File: src/rtl/mips_id_decq.sv
// Decode queue between IF and EX: decodes each instruction at enqueue, buffers the
// decoded records in a DEPTH-entry FIFO and presents the oldest one over valid/ready.
module mips_id_decq #(
    parameter int unsigned DEPTH  = 4,
    parameter int unsigned ADDR_W = 32,
    parameter bit          BYPASS = 1'b1
) (
    input  logic                       clk,
    input  logic                       rst,
    input  logic                       flush,
    input  logic                       in_valid,
    output logic                       in_ready,
    input  logic [31:0]                in_inst,
    input  logic [ADDR_W-1:0]          in_pc_incr,
    output logic                       out_valid,
    input  logic                       out_ready,
    output logic [31:0]                out_inst,
    output logic [ADDR_W-1:0]          out_pc_incr,
    output logic [4:0]                 out_rs_idx,
    output logic [4:0]                 out_rt_idx,
    output logic [4:0]                 out_dst_idx,
    output logic                       out_dst_wen,
    output logic [ADDR_W-1:0]          out_imm,
    output logic                       out_bjp,
    output logic                       out_lsu,
    output logic [$clog2(DEPTH):0]     count
);

    localparam int unsigned IDX_W = $clog2(DEPTH);
    localparam int unsigned PTR_W = IDX_W + 1;

    typedef struct packed {
        logic [31:0]       inst;
        logic [ADDR_W-1:0] pc_incr;
        logic [4:0]        rs;
        logic [4:0]        rt;
        logic [4:0]        dst;
        logic              wen;
        logic [ADDR_W-1:0] imm;
        logic              bjp;
        logic              lsu;
    } rec_t;

    // Full MIPS-I decode of one instruction into a queue record.
    function automatic rec_t decode(input logic [31:0] inst, input logic [ADDR_W-1:0] pc);
        rec_t       d;
        logic [5:0] op;
        logic [5:0] fn;
        logic       r_type, jr, jalr, op_imm, load, store, j, jal, branch, no_rd;
        op     = inst[31:26];
        fn     = inst[5:0];
        r_type = (op == 6'b000000);
        jr     = r_type && (fn == 6'b001000);
        jalr   = r_type && (fn == 6'b001001);
        op_imm = (op[5:3] == 3'b001);
        load   = (op[5:3] == 3'b100);
        store  = (op[5:3] == 3'b101);
        j      = (op == 6'b000010);
        jal    = (op == 6'b000011);
        branch = (op[5:3] == 3'b000) && !r_type && !j && !jal;
        // mult/div family and mthi/mtlo write HI/LO, not the register file
        no_rd  = jr || (fn[5:2] == 4'b0110) || (fn == 6'b010001) || (fn == 6'b010011);

        d         = '0;
        d.inst    = inst;
        d.pc_incr = pc;
        d.rs      = inst[25:21];
        d.rt      = inst[20:16];
        if (r_type && !no_rd) begin
            d.dst = inst[15:11];
        end else if (op_imm || load) begin
            d.dst = inst[20:16];
        end else if (jal) begin
            d.dst = 5'd31;
        end
        d.wen = (d.dst != 5'd0);

        if ((op_imm && !op[2]) || load || store) begin
            d.imm = {{(ADDR_W-16){inst[15]}}, inst[15:0]};
        end else if (op_imm && (op[2:0] != 3'b111)) begin
            d.imm = {{(ADDR_W-16){1'b0}}, inst[15:0]};
        end else if (op_imm) begin
            d.imm = {inst[15:0], {(ADDR_W-16){1'b0}}};
        end else if (branch) begin
            d.imm = {{(ADDR_W-18){inst[15]}}, inst[15:0], 2'b00};
        end else if (j || jal) begin
            d.imm = {pc[ADDR_W-1:ADDR_W-4], inst[25:0], 2'b00};
        end
        d.bjp = branch || j || jal || jr || jalr;
        d.lsu = load || store;
        return d;
    endfunction

    logic [PTR_W-1:0] wr_ptr_q, wr_ptr_d;
    logic [PTR_W-1:0] rd_ptr_q, rd_ptr_d;
    rec_t             mem_q [DEPTH];
    rec_t             in_rec;
    rec_t             head_rec;
    rec_t             out_rec;
    logic             empty, full, push, pop, bypass, wr_en, rd_adv;

    assign empty    = (wr_ptr_q == rd_ptr_q);
    assign full     = (wr_ptr_q[IDX_W-1:0] == rd_ptr_q[IDX_W-1:0]) &&
                      (wr_ptr_q[PTR_W-1] != rd_ptr_q[PTR_W-1]);
    assign in_ready = !full && !flush;
    assign push     = in_valid && in_ready;
    assign bypass   = BYPASS && empty && push;
    assign out_valid = !flush && (!empty || bypass);
    assign pop      = out_valid && out_ready;
    // A bypassed record consumed in the same cycle never occupies a slot
    assign wr_en    = push && !(bypass && out_ready);
    assign rd_adv   = pop && !empty;
    assign count    = wr_ptr_q - rd_ptr_q;

    assign in_rec   = decode(in_inst, in_pc_incr);
    assign head_rec = mem_q[rd_ptr_q[IDX_W-1:0]];

    always_comb begin
        out_rec = '0;
        if (!empty) begin
            out_rec = head_rec;
        end else if (bypass) begin
            out_rec = in_rec;
        end
    end

    assign out_inst    = out_rec.inst;
    assign out_pc_incr = out_rec.pc_incr;
    assign out_rs_idx  = out_rec.rs;
    assign out_rt_idx  = out_rec.rt;
    assign out_dst_idx = out_rec.dst;
    assign out_dst_wen = out_rec.wen;
    assign out_imm     = out_rec.imm;
    assign out_bjp     = out_rec.bjp;
    assign out_lsu     = out_rec.lsu;

    always_comb begin
        wr_ptr_d = wr_ptr_q;
        rd_ptr_d = rd_ptr_q;
        if (flush) begin
            wr_ptr_d = '0;
            rd_ptr_d = '0;
        end else begin
            if (wr_en) wr_ptr_d = wr_ptr_q + PTR_W'(1);
            if (rd_adv) rd_ptr_d = rd_ptr_q + PTR_W'(1);
        end
    end

    always_ff @(posedge clk or posedge rst) begin
        if (rst) begin
            wr_ptr_q <= '0;
            rd_ptr_q <= '0;
        end else begin
            wr_ptr_q <= wr_ptr_d;
            rd_ptr_q <= rd_ptr_d;
        end
    end

    always_ff @(posedge clk) begin
        if (wr_en) mem_q[wr_ptr_q[IDX_W-1:0]] <= in_rec;
    end

endmodule

File: config.mk
export PLATFORM = sky130hd
export DESIGN_NAME = mips_id_decq
export DESIGN_NICKNAME = d
export VERILOG_FILES = /design/src/rtl/mips_id_decq.sv
export SDC_FILE = /design/constraint.sdc
export NUM_CORES = 1
export LEC_CHECK = 0
export ABC_AREA = 1
export BUFFER_PORTS_ARGS = -buffer_cell sky130_fd_sc_hd__clkbuf_2
export CAP_MARGIN = 15
export CELL_PAD_IN_SITES_DETAIL_PLACEMENT = 1
export CELL_PAD_IN_SITES_GLOBAL_PLACEMENT = 2
export CORE_MARGIN = 2
export CORE_UTILIZATION = 37
export DETAILED_ROUTE_END_ITERATION = 12
export PLACE_DENSITY = 0.8
export SKIP_LAST_GASP = 1
export SLEW_MARGIN = 20
export SYNTH_ARGS = -nofsm -noshare
export SYNTH_HDL_FRONTEND = slang
export SYNTH_SLANG_ARGS = --single-unit
File: constraint.sdc
create_clock -name clk -period 6.3 [get_ports clk]
set_input_delay 0.945 -clock clk [delete_from_list [all_inputs] [get_ports clk]]
set_output_delay 0.945 -clock clk [all_outputs]
set_load 0.05 [all_outputs]
---- Word-level counts from Yosys, hierarchy flattened ----
Memories as Yosys holds them, arrays and structs flattened.
Index checks and enable logic that the tools add are counted.
operators by class
  mux-type cells .......................... 16
  $mul .................................... 0
  magnitude comparators ................... 0
  eq/ne operators ......................... 14
  $add $sub $neg .......................... 3
  div/mod/pow operators ................... 0
  shift operators ......................... 0
  reduce and logical (&&, ||, !) cells .... 44
  bitwise gates (word level) .............. 0
operators with widths
  operator                                             number
  two-way mux 114 bit                                  2
  two-way mux 32 bit                                   5
  logical AND 1 bit                                    17
  two-way mux 5 bit                                    3
  logical OR 1 bit                                     13
  equality test 6 x 2 -> 1 bit, second input constant  2
  equality test 6 x 4 -> 1 bit, second input constant  2
  equality test 6 x 5 -> 1 bit, second input constant  2
  two-way mux 3 bit                                    4
  zero test 1 bit                                      9
  adder 3 x 1 -> 3 bit, second input constant          2
  equality test 3 bit, second input constant           2
  zero test 6 bit                                      1
  nonzero test 5 bit                                   1
  equality test 4 x 3 -> 1 bit, second input constant  1
  nonzero test 2 bit                                   2
  equality test 3 x 1 -> 1 bit, second input constant  1
  equality test 3 bit                                  1
  zero test 3 bit                                      1
  inequality test 3 bit, second input constant         1
  subtractor 3 bit                                     1
  equality test 2 bit                                  1
  two-way mux 1 bit                                    2
  inequality test 1 bit                                1
storage, ports and cells
  memories kept ........................... 1
  flip-flop bits (word level) ............. 6
  bits in latches ......................... 0
  bits in writable memories ............... 456
  input bits .............................. 69
  ROM bits ................................ 0
  output and inout port bits .............. 119
  logic and storage cells ................. 80
memories
  memory  words  width  read ports  clocked after memory_dff  write ports  RTL line  source
  mem_q   4      114    1           0                         1            96        rec_t mem_q [DEPTH];

---- Longest topological paths before layout ----
  depth in word-level cells ............... 12
  gate-level depth with buffers ........... 13
  mapped depth without buffers ............ 11

---- Least setup slack after synthesis ----
Ideal clock, no wire load.
  path kind ............................... reg2reg
  start ................................... register rd_ptr_q[1]
  end ..................................... memory mem_q[3][0] (netlist bit), enable pin
  cell stages (with the launch flop) ...... 11
  setup slack ............................. -899 ps
  required time ........................... 5729 ps
  data arrival time ....................... 6628 ps
  library setup time ...................... 571 ps
  period minus slack after synthesis ...... 7199 ps
  buffers on the path ..................... 2
  path through ............................ dfrtp_1 -> buf_2 -> inv_2 -> clkbuf_1 -> ha_1 -> nand2_1 -> inv_1 -> a21oi_2 -> and2_1 -> nand2_1 -> nor2_1
between the ends
  longest elaborated chain between the ends .. 11
  elaborated cells on any way between the ends .. 12
  classes of those cells .................. eq/ne (2); mux (2); reduce/logical (8)
ends and longest elaborated chain
  item                                       RTL line  source
  from (decl)                                95        logic [PTR_W-1:0] rd_ptr_q, rd_ptr_d;
  from (signal assigned)                     155       rd_ptr_q <= rd_ptr_d;
  equality test 2 bit *                      103       assign full = (wr_ptr_q[IDX_W-1:0] == rd_ptr_q[IDX_W-1:0]) &&
  logical AND 1 bit *                        103
  zero test 1 bit *                          105       assign in_ready = !full && !flush;
  logical AND 1 bit *                        105
  via in_ready                               12        output logic in_ready,
  logical AND 1 bit *                        106       assign push = in_valid && in_ready;
  logical AND 1 bit                          107       assign bypass = BYPASS && empty && push;
  logical AND 1 bit                          111       assign wr_en = push && !(bypass && out_ready);
  zero test 1 bit                            111
  logical AND 1 bit *                        111
  two-way mux 1 bit *                        160       if (wr_en) mem_q[wr_ptr_q[IDX_W-1:0]] <= in_rec;
  two-way mux 1 bit (implied by the code) *  160
  to (decl)                                  96
The timed path passes the listed nets; every way through them passes the cells marked *.

---- Final worst setup path ----
  start ................................... register rd_ptr_q[1]
  end ..................................... output port out_imm[11]
between the ends
  longest elaborated chain between the ends .. 8
  elaborated cells on any way between the ends .. 10
  classes of those cells .................. eq/ne (2); mux (2); reduce/logical (5); memory (1)
ends and longest elaborated chain
  item                   RTL line  source
  equality test 2 bit    103
  logical AND 1 bit      103
  zero test 1 bit        105
  logical AND 1 bit      105
  logical AND 1 bit      106
  logical AND 1 bit      107
  two-way mux 114 bit    122       end else if (bypass) begin
  two-way mux 114 bit *  120       if (!empty) begin
  to (decl)              23        output logic [ADDR_W-1:0] out_imm,
Mark *: on every way between the ends. The rest lies on a longest branch, timed or not.

==> run summary <==
routed via count divided by cell count -> 5.59
core area -> 47900 um^2
worst slack after detailed placement -> 1990 ps
Hold Buf Count CTS -> 0
dominant cell by count in the synthesized netlist -> sky130_fd_sc_hd__edfxtp_1
count of boundary I/O pins -> 188
final clock skew -> 13.9 ps
post-route clock period utilization -> 78.4%
slowest cell on the critical path -> sky130_fd_sc_hd__dfrtp_4
unrepaired setup endpoints after global routing -> false
sum of net half-perimeters after detailed placement -> 30600 um
type of element capturing the critical path -> output pin
share of final-layout standard cells stronger than drive strength 1 -> 20.6%
data required time at the worst endpoint -> 5350 ps
ys flop type -> sky130_fd_sc_hd__edfxtp_1
H-Tree Depth -> 2
cell family with the largest share of critical-path delay -> buffers and inverters
Buffers & Inverters on Critical Path -> 6
DRC errors left -> 0
total placed cells including tap cells -> 2118
initial antenna violation count -> 0
type of element launching the critical path -> flop
final critical-path required period -> 4940 ps
placement-stage cell area -> 19400 um^2
Diodes inserted -> 0
Skew-Pair Late Insertion Delay -> 600 ps
crit-path most repeated cell -> sky130_fd_sc_hd__buf_4
max capacitance violation total -> 0
post-detailed-route count of antenna-violating nets -> 0
Die Outline Area -> 50500 um^2
top post-synthesis cells by area -> sky130_fd_sc_hd__edfxtp_1 69%, sky130_fd_sc_hd__a21oi_1 6.4%, sky130_fd_sc_hd__nand2_1 5.9%, sky130_fd_sc_hd__a221oi_1 3.1%, sky130_fd_sc_hd__a21o_1 2.7%
Post-Synthesis Cells -> 1406
synth unique cells -> 39
post-CTS setup buffers -> 0
largest fanout of any net on the critical path -> 42
post-route setup TNS -> 0 ps
number of warning messages in the yosys log -> 0
pin count of the biggest net entering global routing -> 136
highest clock rate -> 0.203 GHz
clock tree from TritonCTS -> done
overall global routing resource usage -> 20.5%
number of global-route vias before repair -> 12600
standard-cell rows -> 80
area share of the largest cell type after synthesis -> 69.3%
clock transition at the register clock pins on the worst setup and hold paths after CTS -> 60 ps
Final Max Tran Viols -> 0
filler cell count in the final layout -> 4998
Arrival @ worst endpoint -> 3990 ps
cell area after technology mapping -> 18000 um^2
Worst Slack Setup Final -> 1360 ps
average wire per standard cell -> 23.5 um
CTS root buf -> sky130_fd_sc_hd__clkbuf_16
final net count -> 1628
DIE WIDTH -> 225 um
overflow left after global routing -> 0
number of clock buffers inserted by TritonCTS -> 46
Async SR Flop Fraction -> 1.42%
first-pass GRT wire length -> 78200 um
Cell Count, Final, Fillers Out -> 2200
crit path kind -> reg -> out
Hold Vio Cnt, Final -> 0
cell area after layout -> 20900 um^2
final setup violation count -> 0
relative slew slack -> 30.8%
register area share after synthesis -> 70.1%
number of buffers added on ports -> 187
path type of the worst min-delay path -> in -> async
number of register bits inferred by synthesis -> 422
layout overhead on the synthesized area -> 15.8%
maximum cell stage delay along the critical path -> 830 ps
count of flip-flops with a built-in enable after synthesis -> 416
transition time of the tightest slew-check pin -> 1040 ps
DRT iter0 DRCs -> 883
peak supply drop -> 0.281 mV
Clock Tree Buf Depth -> 3
global placement routability congestion -> 0.796
Die Y-Extent -> 225 um
wirelength, routed -> 51600 um
worst-path cell chain -> clkinv_2, ha_1, nand2_1, inv_1, a21oi_2, and2_1, nand2_2, buf_4, inv_2, buf_4, a21o_1, clkbuf_2
effective utilization at floorplan -> 37.6%
via total after detailed routing -> 12300
outcome -> finished clean
total power density per cell area -> 479 nW/um^2
post-synthesis area per instance -> 12.8 um^2
leakage power -> 8.30 nW
post-cts repair resize count -> 0
top post-synthesis cells by count -> 416 x sky130_fd_sc_hd__edfxtp_1, 284 x sky130_fd_sc_hd__nand2_1, 229 x sky130_fd_sc_hd__a21oi_1, 64 x sky130_fd_sc_hd__a21o_1, 64 x sky130_fd_sc_hd__a221oi_1
total nets after synthesis -> 1483
area leader, netlist -> sky130_fd_sc_hd__edfxtp_1
total number of clock tree sinks -> 422
Pre-Repair DR Iteration Count -> 5
metal layers:
metal	share of wire [%]	GRT usage, %
met3	4.5	2.77
met1	44	28.2
met4	2.5	6.58
met2	49	33.8
met5	0	0
worst paths after layout:
kind | slack, ps | depth (start not counted) | startpoint | to
worst max-delay path | 1360 | 12 | rd_ptr_q[1] | out_imm[11]
worst min-delay path | 280 | 2 | rst | wr_ptr_q[2]
worst max register to register | 2640 | 9 | rd_ptr_q[1] | mem_q[2][3]
worst min register to register | 580 | 3 | wr_ptr_q[2] | wr_ptr_q[2]
max in group asynchronous | 5750 | 2 | rst | rd_ptr_q[0]
min in group clk | 580 | 3 | wr_ptr_q[2] | wr_ptr_q[2]
final cells by class:
| cell class | count | area [um^2] | area share [%] |
|---|---|---|---|
| Tap cell | 615 | 769 | 3.69 |
| Clock buffer | 61 | 1210 | 5.78 |
| Sequential cell | 422 | 12600 | 60.6 |
| Multi-Input combinational cell | 826 | 4680 | 22.4 |
| Timing Repair Buffer | 206 | 1150 | 5.53 |
| Inverter | 49 | 193 | 0.923 |
| Clock inverter | 21 | 220 | 1.05 |
flip-flops by register name, summed over array words and instances (netlist names):
| signal | flops |
|---|---|
| mem_q | 416 |
| wr_ptr_q | 3 |
| rd_ptr_q | 3 |
power by group:
part	total (W)	switching, W	internal, W
Sequential	0.00331	0.0000931	0.00322
Clock	0.00258	0.00110	0.00148
Combinational	0.00410	0.00316	0.000940
Total	0.00999	0.00435	0.00564
logic make-up (layout without fill, tap and decap cells):
logic type                 after synthesis  after routing  share of synthesized area (%)
xor gates and xnor gates                 1              1                         0.0486
buffers and inverters                  158            337                           4.09
adders and majority gates                8              8                          0.597
and+or+nand+nor                        368            368                           8.92
AOI/OAI and AO/OA                      449            449                           16.2
DFF                                    422            422                           70.1
cells in the final DEF (no fill, tap or decap), types with 2 or more instances in the layout:
master                      instances
sky130_fd_sc_hd__bufinv_16          3
sky130_fd_sc_hd__a21o_1            64
sky130_fd_sc_hd__nand3_2           10
sky130_fd_sc_hd__o22ai_2            7
sky130_fd_sc_hd__nand2_1          284
sky130_fd_sc_hd__o22ai_1            6
sky130_fd_sc_hd__clkbuf_1          15
sky130_fd_sc_hd__buf_12             6
sky130_fd_sc_hd__inv_1             39
sky130_fd_sc_hd__clkbuf_16         46
sky130_fd_sc_hd__edfxtp_1         416
sky130_fd_sc_hd__a221o_1           40
sky130_fd_sc_hd__clkinv_1           6
sky130_fd_sc_hd__dfrtp_4            2
sky130_fd_sc_hd__nand3_1           24
sky130_fd_sc_hd__nor2_2             3
sky130_fd_sc_hd__dfrtp_1            4
sky130_fd_sc_hd__o21ai_1           25
sky130_fd_sc_hd__o21ai_0           11
sky130_fd_sc_hd__nor2_1            13
sky130_fd_sc_hd__ha_1               7
sky130_fd_sc_hd__inv_2              7
sky130_fd_sc_hd__inv_6              3
sky130_fd_sc_hd__clkbuf_2         187
sky130_fd_sc_hd__nor2_4             6
sky130_fd_sc_hd__nand2_4            3
sky130_fd_sc_hd__a21oi_1          229
sky130_fd_sc_hd__nand4_1            6
sky130_fd_sc_hd__clkinv_2           9
sky130_fd_sc_hd__nand2_2           14
sky130_fd_sc_hd__a221oi_1          64
sky130_fd_sc_hd__buf_4             13
metrics by stage:
stage	util, %	total power [W]	hold slack, ps
finish	43.5	0.00999	285
global route	43.5	0.0104	291
CTS	43.5	0.0101	276
detailed placement	40.6	0.00750	580
global placement	40.6	0.00745	565
floorplan	-	0.00644	525
Note: power is estimated with default switching activity, not from simulation.
